==> config.mk <==
export PLATFORM = sky130hd
export DESIGN_NAME = ddram_arb
export DESIGN_NICKNAME = d
export VERILOG_FILES = /design/src/rtl/ddram_arb_pkg.sv /design/src/rtl/ddram_arb_pick.sv /design/src/rtl/ddram_arb.sv
export SDC_FILE = /design/constraint.sdc
export NUM_CORES = 1
export LEC_CHECK = 0
export CAP_MARGIN = 25
export CELL_PAD_IN_SITES_DETAIL_PLACEMENT = 1
export CELL_PAD_IN_SITES_GLOBAL_PLACEMENT = 1
export CORE_AREA = 5 5 181 183
export CTS_BUF_LIST = sky130_fd_sc_hd__clkbuf_16
export CTS_CLUSTER_DIAMETER = 80
export DETAILED_ROUTE_END_ITERATION = 8
export DIE_AREA = 0 0 186 188
export PLACE_DENSITY = 0.71
export SLEW_MARGIN = 10
export SYNTH_ARGS = -nofsm -noshare
export SYNTH_HDL_FRONTEND = slang
export SYNTH_SLANG_ARGS = --single-unit
==> constraint.sdc <==
create_clock -name DDRAM_CLK -period 7.1 [get_ports DDRAM_CLK]
set_input_delay 1.065 -clock DDRAM_CLK [delete_from_list [all_inputs] [get_ports DDRAM_CLK]]
set_output_delay 1.065 -clock DDRAM_CLK [all_outputs]
set_load 0.01 [all_outputs]
==> src/rtl/ddram_arb_pkg.sv <==
// Shared types and constants for the DDR3 Avalon-MM port arbiter.
package ddram_arb_pkg;

  typedef enum logic [1:0] {
    IDLE = 2'd0,
    OWN  = 2'd1,
    WR   = 2'd2,
    RD   = 2'd3
  } arb_state_e;

  localparam int DATA_W = 64;
  localparam int BE_W   = 8;
  localparam int BC_W   = 8;

  // A burst count of zero is treated as a single-beat burst.
  function automatic logic [BC_W-1:0] bc_norm(input logic [BC_W-1:0] bc);
    return (bc == '0) ? BC_W'(1) : bc;
  endfunction

endpackage

==> src/rtl/ddram_arb_pick.sv <==
// Winner selection for the arbiter: lowest index wins, or a rotating search
// starting at ptr_i when DDRAM_ARB_RR_EN is defined.
module ddram_arb_pick
  import ddram_arb_pkg::*;
#(
  parameter int NPORTS = 2,
  parameter int IDX_W  = 1
) (
  input  logic [NPORTS-1:0] req_i,
`ifdef DDRAM_ARB_RR_EN
  input  logic [IDX_W-1:0]  ptr_i,
`endif
  output logic              any_o,
  output logic [IDX_W-1:0]  win_o
);

`ifdef DDRAM_ARB_RR_EN
  logic [IDX_W:0] idx;

  // Scan from the farthest candidate back to ptr_i so the first hit after ptr_i is kept.
  always_comb begin
    any_o = |req_i;
    win_o = '0;
    idx   = '0;
    for (int k = NPORTS - 1; k >= 0; k--) begin
      idx = {1'b0, ptr_i} + (IDX_W+1)'(k);
      if (idx >= (IDX_W+1)'(NPORTS)) idx = idx - (IDX_W+1)'(NPORTS);
      if (req_i[idx[IDX_W-1:0]]) win_o = idx[IDX_W-1:0];
    end
  end
`else
  always_comb begin
    any_o = |req_i;
    win_o = '0;
    for (int k = NPORTS - 1; k >= 0; k--) begin
      if (req_i[k]) win_o = IDX_W'(k);
    end
  end
`endif

endmodule

==> src/rtl/ddram_arb.sv <==
// Whole-transaction arbiter sharing the DDRAM_* Avalon-MM port between NPORTS
// bursting masters. Define DDRAM_ARB_RR_EN for round-robin instead of fixed priority.
module ddram_arb
  import ddram_arb_pkg::*;
#(
  parameter int NPORTS = 2,
  parameter int ADDR_W = 29
) (
  input  logic                     DDRAM_CLK,
  input  logic                     reset,

  input  logic [BC_W*NPORTS-1:0]   REQ_BURSTCNT,
  input  logic [ADDR_W*NPORTS-1:0] REQ_ADDR,
  input  logic [NPORTS-1:0]        REQ_RD,
  input  logic [NPORTS-1:0]        REQ_WE,
  input  logic [DATA_W*NPORTS-1:0] REQ_DIN,
  input  logic [BE_W*NPORTS-1:0]   REQ_BE,
  output logic [NPORTS-1:0]        REQ_BUSY,
  output logic [DATA_W-1:0]        REQ_DOUT,
  output logic [NPORTS-1:0]        REQ_DOUT_READY,

  input  logic                     DDRAM_BUSY,
  output logic [BC_W-1:0]          DDRAM_BURSTCNT,
  output logic [ADDR_W-1:0]        DDRAM_ADDR,
  output logic                     DDRAM_RD,
  output logic                     DDRAM_WE,
  output logic [DATA_W-1:0]        DDRAM_DIN,
  output logic [BE_W-1:0]          DDRAM_BE,
  input  logic [DATA_W-1:0]        DDRAM_DOUT,
  input  logic                     DDRAM_DOUT_READY
);

  localparam int IDX_W = (NPORTS > 1) ? $clog2(NPORTS) : 1;

  arb_state_e       state_q, state_d;
  logic [IDX_W-1:0] gnt_q, gnt_d;
  logic [BC_W-1:0]  cnt_q, cnt_d;

  logic             pick_any;
  logic [IDX_W-1:0] pick_win;

  logic             g_rd, g_we;
  logic [BC_W-1:0]  g_bc;

  assign g_rd = REQ_RD[gnt_q];
  assign g_we = REQ_WE[gnt_q];
  assign g_bc = bc_norm(REQ_BURSTCNT[int'(gnt_q)*BC_W +: BC_W]);

`ifdef DDRAM_ARB_RR_EN
  logic [IDX_W-1:0] ptr_q, ptr_d;

  function automatic logic [IDX_W-1:0] ptr_after(input logic [IDX_W-1:0] w);
    logic [IDX_W:0] s;
    s = {1'b0, w} + (IDX_W+1)'(1);
    if (s >= (IDX_W+1)'(NPORTS)) s = '0;
    return s[IDX_W-1:0];
  endfunction

  ddram_arb_pick #(
    .NPORTS (NPORTS),
    .IDX_W  (IDX_W)
  ) u_pick (
    .req_i  (REQ_RD | REQ_WE),
    .ptr_i  (ptr_q),
    .any_o  (pick_any),
    .win_o  (pick_win)
  );

  always_ff @(posedge DDRAM_CLK) begin
    if (reset) ptr_q <= '0;
    else       ptr_q <= ptr_d;
  end

  always_comb begin
    ptr_d = ptr_q;
    if (state_q == IDLE && pick_any) ptr_d = ptr_after(pick_win);
  end
`else
  ddram_arb_pick #(
    .NPORTS (NPORTS),
    .IDX_W  (IDX_W)
  ) u_pick (
    .req_i  (REQ_RD | REQ_WE),
    .any_o  (pick_any),
    .win_o  (pick_win)
  );
`endif

  always_ff @(posedge DDRAM_CLK) begin
    if (reset) begin
      state_q <= IDLE;
      gnt_q   <= '0;
      cnt_q   <= '0;
    end else begin
      state_q <= state_d;
      gnt_q   <= gnt_d;
      cnt_q   <= cnt_d;
    end
  end

  always_comb begin
    state_d = state_q;
    gnt_d   = gnt_q;
    cnt_d   = cnt_q;
    case (state_q)
      IDLE: begin
        if (pick_any) begin
          gnt_d   = pick_win;
          state_d = OWN;
        end
      end
      OWN: begin
        // A simultaneous rd+we is a master protocol error; the read takes precedence.
        if (g_rd) begin
          if (!DDRAM_BUSY) begin
            cnt_d   = g_bc;
            state_d = RD;
          end
        end else if (g_we) begin
          if (!DDRAM_BUSY) begin
            if (g_bc == BC_W'(1)) begin
              state_d = IDLE;
            end else begin
              cnt_d   = g_bc - BC_W'(1);
              state_d = WR;
            end
          end
        end else begin
          state_d = IDLE;
        end
      end
      WR: begin
        if (g_we && !DDRAM_BUSY) begin
          cnt_d = cnt_q - BC_W'(1);
          if (cnt_q == BC_W'(1)) state_d = IDLE;
        end
      end
      RD: begin
        if (DDRAM_DOUT_READY) begin
          cnt_d = cnt_q - BC_W'(1);
          if (cnt_q == BC_W'(1)) state_d = IDLE;
        end
      end
      default: state_d = IDLE;
    endcase
  end

  // Only the owner sees the DDR waitrequest; read data is steered to it alone.
  always_comb begin
    DDRAM_RD       = 1'b0;
    DDRAM_WE       = 1'b0;
    REQ_BUSY       = '1;
    REQ_DOUT_READY = '0;
    case (state_q)
      OWN: begin
        DDRAM_RD        = g_rd;
        DDRAM_WE        = g_we & ~g_rd;
        REQ_BUSY[gnt_q] = DDRAM_BUSY;
      end
      WR: begin
        DDRAM_WE        = g_we;
        REQ_BUSY[gnt_q] = DDRAM_BUSY;
      end
      RD: begin
        REQ_DOUT_READY[gnt_q] = DDRAM_DOUT_READY;
      end
      default: ;
    endcase
  end

  assign DDRAM_BURSTCNT = g_bc;
  assign DDRAM_ADDR     = REQ_ADDR[int'(gnt_q)*ADDR_W +: ADDR_W];
  assign DDRAM_DIN      = REQ_DIN[int'(gnt_q)*DATA_W +: DATA_W];
  assign DDRAM_BE       = REQ_BE[int'(gnt_q)*BE_W +: BE_W];
  assign REQ_DOUT       = DDRAM_DOUT;

endmodule
# == After elaboration in Yosys (flattened, before gate mapping) ==
# Index checks and enable logic that the tools add are counted.
# totals
memories,0
elab_cells,72
reg_bits,11
rom_bits,0
output_inout_bits,179
latch_bits,0
mem_bits_rw,0
# classes
div,0
magnitude_cmp,2
n_shift,4
bitwise,6
eq_ne,12
n_mul,1
mux,31
n_addsub,2
n_reduce_logical,11
# op_table
operator,n
$shiftx A128 B8 Y64,1
$mux W8,8
$shiftx A58 B7 Y29,1
$shiftx A16 B5 Y8,2
$pmux W8 S3,1
$mux W2,11
$eq A8 B1 Y1 const B,2
$sub A8 B1 Y8 const B,2
$ne A3 B3 Y1 const B,4
$logic_not A8 Y1,1
$mux W1,8
$pmux W2 S4,1
$reduce_and A7 Y1,1
$mul A1 B5 Y6 const B,1
$ne A2 B2 Y1 const B,3
$reduce_and A5 Y1,1
$eq A2 B2 Y1 const B,2
$or A2 B2 Y2,2
$reduce_or A2 Y1,2
$reduce_bool A3 Y1,1
$and A2 B2 Y2,1
$eq A2 B1 Y1 const B,1
$logic_and A1 B1 Y1,2
$logic_not A2 Y1,1
other kinds (9),9

# == Longest topological paths before layout ==
# logic_depth
ltp_word,9
mapped_depth,12
ltp_nobuf,10

# == Modules after synthesis ==
# A second synthesis with hierarchy kept.
# hier_totals
hier_cells,345
hier_area_um2,2989.1
# modules_own_cells
module,area_per_inst_um2,instances,cells_each
ddram_arb,2976.6,1,343
ddram_arb_pick,12.5,1,2

# == Least setup slack after synthesis ==
# No wires, ideal clock.
# synth_timing
path_kind,input to register
start,input port REQ_BURSTCNT[11]
end,register cnt_q[1]
setup_ns,0.086
arrival_time_ns,3.029
slack_ns,3.986
stages,10
required_time_ns,7.014
cell_sequence,mux2i_1 > o2111a_1 > nand2_1 > and2_1 > inv_1 > ha_1 > o21ai_0 > o32a_1 > o2111a_1 > a211oi_1
# synth_via
elab_chain_len,9
word_cells_on_any_way,13
classes_between,add/sub (1); eq/ne (2); shift (1); mux (7); reduce/logical (2)
# synth_lines
item,line_no,rtl
start: declaration,ddram_arb.sv:12,"input logic [BC_W*NPORTS-1:0] REQ_BURSTCNT,"
$shiftx A16 B5 Y8 (*),ddram_arb.sv:47,assign g_bc = bc_norm(REQ_BURSTCNT[int'(gnt_q)*BC_W +: BC_W]);
$logic_not A8 Y1 (*),ddram_arb_pkg.sv:17,return (bc == '0) ? BC_W'(1) : bc;
$mux W8 (*),ddram_arb_pkg.sv:17,
named net DDRAM_BURSTCNT[0],ddram_arb.sv:23,"output logic [BC_W-1:0] DDRAM_BURSTCNT,"
$sub A8 B1 Y8,ddram_arb.sv:124,cnt_d = g_bc - BC_W'(1);
$mux W8,ddram_arb.sv:121,if (g_bc == BC_W'(1)) begin
$mux W8,ddram_arb.sv:120,if (!DDRAM_BUSY) begin
$mux W8,ddram_arb.sv:119,end else if (g_we) begin
$mux W8,ddram_arb.sv:114,if (g_rd) begin
$pmux W8 S3,ddram_arb.sv:105,case (state_q)
end signal: assignment,ddram_arb.sv:97,cnt_q <= cnt_d;
end: declaration,ddram_arb.sv:37,"logic [BC_W-1:0] cnt_q, cnt_d;"
# Mark *: on every way through the listed nets, which the timed path passes. The rest lies on a longest branch. The select of a mux whose other input is x is not followed.
# A chain may end at the register's enable or synchronous reset.

# == Worst setup path after layout ==
# layout_timing
start,input port REQ_BURSTCNT[11]
end,output port DDRAM_BURSTCNT[0]
# layout_via
elab_chain_len,3
# layout_lines
item,line_no
$shiftx A16 B5 Y8,ddram_arb.sv:47
$logic_not A8 Y1,ddram_arb_pkg.sv:17
$mux W8,ddram_arb_pkg.sv:17
end: declaration,ddram_arb.sv:23
# No other way between the ends.

==> flow_summary.toml <==
[outcome]
status = "finished clean"

[sta]
setup_violations = 0
final-hold-violation-count = 0
finalCritPeriodShare_pct = 61.0
layout_min_cycle_time_ps = 4330
rsz0062_at_grt = "false"
maxSlewViolCount = 0
setup_tns_ps = 0
max_freq_ghz = 0.231
skew_ps = 1.48
worst_hold_slack_ps = 493
max_slew_margin_pct = 40.9
worst-slew-pin-transition_ps = 886

[floorplan]
rows = 65
coreArea_sq_um = 31100
ios = 469
initial_core_util_pct = 9.68
die_w_um = 186
dieHeight_um = 188
die_area_sq_um = 35000

[worst_setup_path]
worst-r2r-setup-slack_ps = 3310
end_kind = "primary output"
path_depth = 7
setup.worst_path.start = "REQ_BURSTCNT[11]"
path_class = "in -> out"
required_ps = 6030
cp_top_family = "buffers and inverters"
slowest_delay_ps = 570
start_kind = "input pin"
crit_path_top_delay_cell = "mux2i_1"
worst-r2r-cell-count = 11
cp_max_fo = 8
worst_path_most_repeated_cell = "clkdlybuf4s50_1"
path_buf_inv = 3
r2r-start = "gnt_q$_SDFFE_PP0P_"
cp.arrival_ps = 3270
r2r-end = "cnt_q[6]$_SDFFE_PP0P_"
path_cells = "clkdlybuf4s50_1 > mux2i_1 > o2111a_1 > nand2_1 > and2_1 > inv_1 > clkdlybuf4s50_1"

[routing]
ant_nets = 0
dr.pass1.iters = 4
vias_per_cell = 3.67
wl_per_cell_um = 20.9
drc_errors = 0
wirelength_um = 21300
vias = 3746
drtIter0Drc = 77

[clock_network]
clk_root_buffer_cell = "clkbuf_16"
path_clk_slew_ps = 50
cts_resized = 0
cts_max_level = 1
clk_latency_ps = 240
postCtsHoldBufs = 0
post_cts_buffers = 0
tritoncts = "yes"
cts_sinks = 11
cts_made_buffers = 3
ctsLongestPathBuffers = 2

[synthesis]
seq_area_frac_synth_pct = 7.32
ys.flop_type = "dfxtp_1"
syn_area_sq_um = 3010
synthArstFlopShare_pct = 0
ys.warnings.count = 0
synth_cell_types = 53
synth-edff-count = 0
syn_inst = 353
synth_area_per_cell_sq_um = 8.52
synth_seq_cells = 11
syn-num-nets = 652

[power]
power.internal_mw = 0.743
powerDensity_nw_per_um2 = 195
power_switching_mw = 0.519
power_frac_seq_pct = 9.2
p_sw_share_pct = 41.1
peakVddDrop_mv = 0.0943
share_comb_of_total_power_pct = 82.3
p_leak_nw = 2.24
power_frac_clock_pct = 8.5

[cells_and_area]
final-seq-area_sq_um = 224
area_growth_pct = 115
fillers = 3635
post-route-util_pct = 20.8
multiInputGateArea_sq_um = 2180
final_nets = 918
drive_gt1_share_pct = 19.1

[grt]
track_usage_pct = 11.0
grt_pass1_wl_um = 28600
grt_antenna_before_repair = 1
grt_pass1_vias = 4026
grt_max_degree = 64
grt-ovfl-total = 0

[hold_path]
min_path_type = "reg -> reg"
hold_start = "cnt_q[5]$_SDFFE_PP0P_"
whs_path_depth = 2
holdPathEnd = "cnt_q[5]$_SDFFE_PP0P_"

[placed_design]
post-dp-hpwl_um = 19200
port_buffers = 340
globalplace.congestion = 0.849

[run]
cap_viol_max_count = 0
==> worst register-to-register path, delay by kind of cell (launching register included) <==
kind	cells	cell delay, ps
AO/OA/AOI/OAI	5	1510
multiplexers	1	700
buffers and inverters	2	660
flip-flops	1	430
AND/OR/NAND/NOR	2	240
adder cells (fa/ha/maj)	1	160
==> worst max path at each step <==
stage / end / slack, ps
after floorplan: cnt_q[1]$_SDFFE_PP0P_ / 3990
after global placement: DDRAM_WE / 2660
after detailed placement: DDRAM_WE / 2700
after CTS: DDRAM_WE / 2680
after global routing: DDRAM_BURSTCNT[0] / 2550
final: DDRAM_BURSTCNT[0] / 2770
==> logic make-up after synthesis <==
kind of cell    Yosys count  share of synthesized area [%]
mux                     114                           42.4
buf+inv                  95                           20.3
simple gates             72                           13.0
compound gates           49                           12.3
flops                    11                           7.32
fa+ha+maj                 9                           3.75
xor+xnor                  3                          0.874
==> cells in the final DEF (no fill, tap or decap), types with 3 or more instances in the layout <==
cell type / count
o31ai_1: 5
nor4_1: 5
inv_1: 13
a21oi_1: 8
clkdlybuf4s50_1: 340
nor2_1: 18
nor4b_1: 3
nand4_1: 4
nand2_1: 10
and2_1: 4
dfxtp_1: 10
and3_1: 3
o211ai_1: 5
nor3b_1: 4
o311ai_0: 3
ha_1: 9
clkbuf_16: 3
nor3_1: 9
mux2i_1: 8
mux2_2: 105
buf_4: 3
o21ai_0: 6
==> stage by stage <==
step                      area [sq um]  worst slack (ps)  total power [mW]  cells
after floorplan                   3010              3990             0.682    353
after global placement            6380              2660              1.15   1016
after detailed placement          6380              2700              1.16   1016
after CTS                         6460              2680              1.28   1020
after global routing              6460              2550              1.35   1021
final                             6460              2770              1.26   1021
==> power by group through the flow <==
stage	logic [mW]	clock network [mW]	registers (mW)
after global placement	1.04	0	0.116
after CTS	1.05	0.109	0.116
after floorplan	0.577	0	0.105
final	1.04	0.107	0.117
after global routing	1.11	0.112	0.122
after detailed placement	1.05	0	0.117
==> registers in the layout, indices dropped and copies added (netlist names) <==
name and cells:
gnt_q 1, cnt_q 8, state_q 2
==> routing by layer <==
layer	global-route usage, %	wire [um]	up-vias
met5	2.57	126	-
met1	12.0	7670	1744
met3	5.74	3010	12
met4	0.925	78	2
met2	19.3	10400	214
li1	-	-	1774
==> final cells by class <==
| cell class | count | area share, % |
|---|---|---|
| clock buffer | 3 | 1.16 |
| antenna | 1 | 0.0387 |
| inverter | 13 | 0.755 |
| clock inverter | 1 | 0.0775 |
| timing repair buffer | 343 | 53.0 |
| sequential | 11 | 3.47 |
| multi-input combinational | 247 | 33.7 |
| tap | 402 | 7.78 |
==> cell usage after synthesis, types with 4 or more instances <==
library cell | count | share of area, %
nand4_1 | 4 | 0.83
nor4_1 | 5 | 1.0
nand2_1 | 10 | 1.2
nor3b_1 | 4 | 1.0
o211ai_1 | 5 | 1.2
nor2_1 | 18 | 2.2
and2_1 | 4 | 0.83
buf_1 | 8 | 1.0
ha_1 | 9 | 3.7
dfxtp_1 | 11 | 7.3
o31ai_1 | 5 | 1.2
buf_4 | 65 | 16
a21oi_1 | 8 | 1.3
o21ai_0 | 6 | 1.0
nor3_1 | 9 | 1.5
buf_2 | 7 | 1.2
mux2i_1 | 8 | 2.7
inv_1 | 13 | 1.6
mux2_2 | 105 | 39
Note: power is estimated with default switching activity, not from simulation.
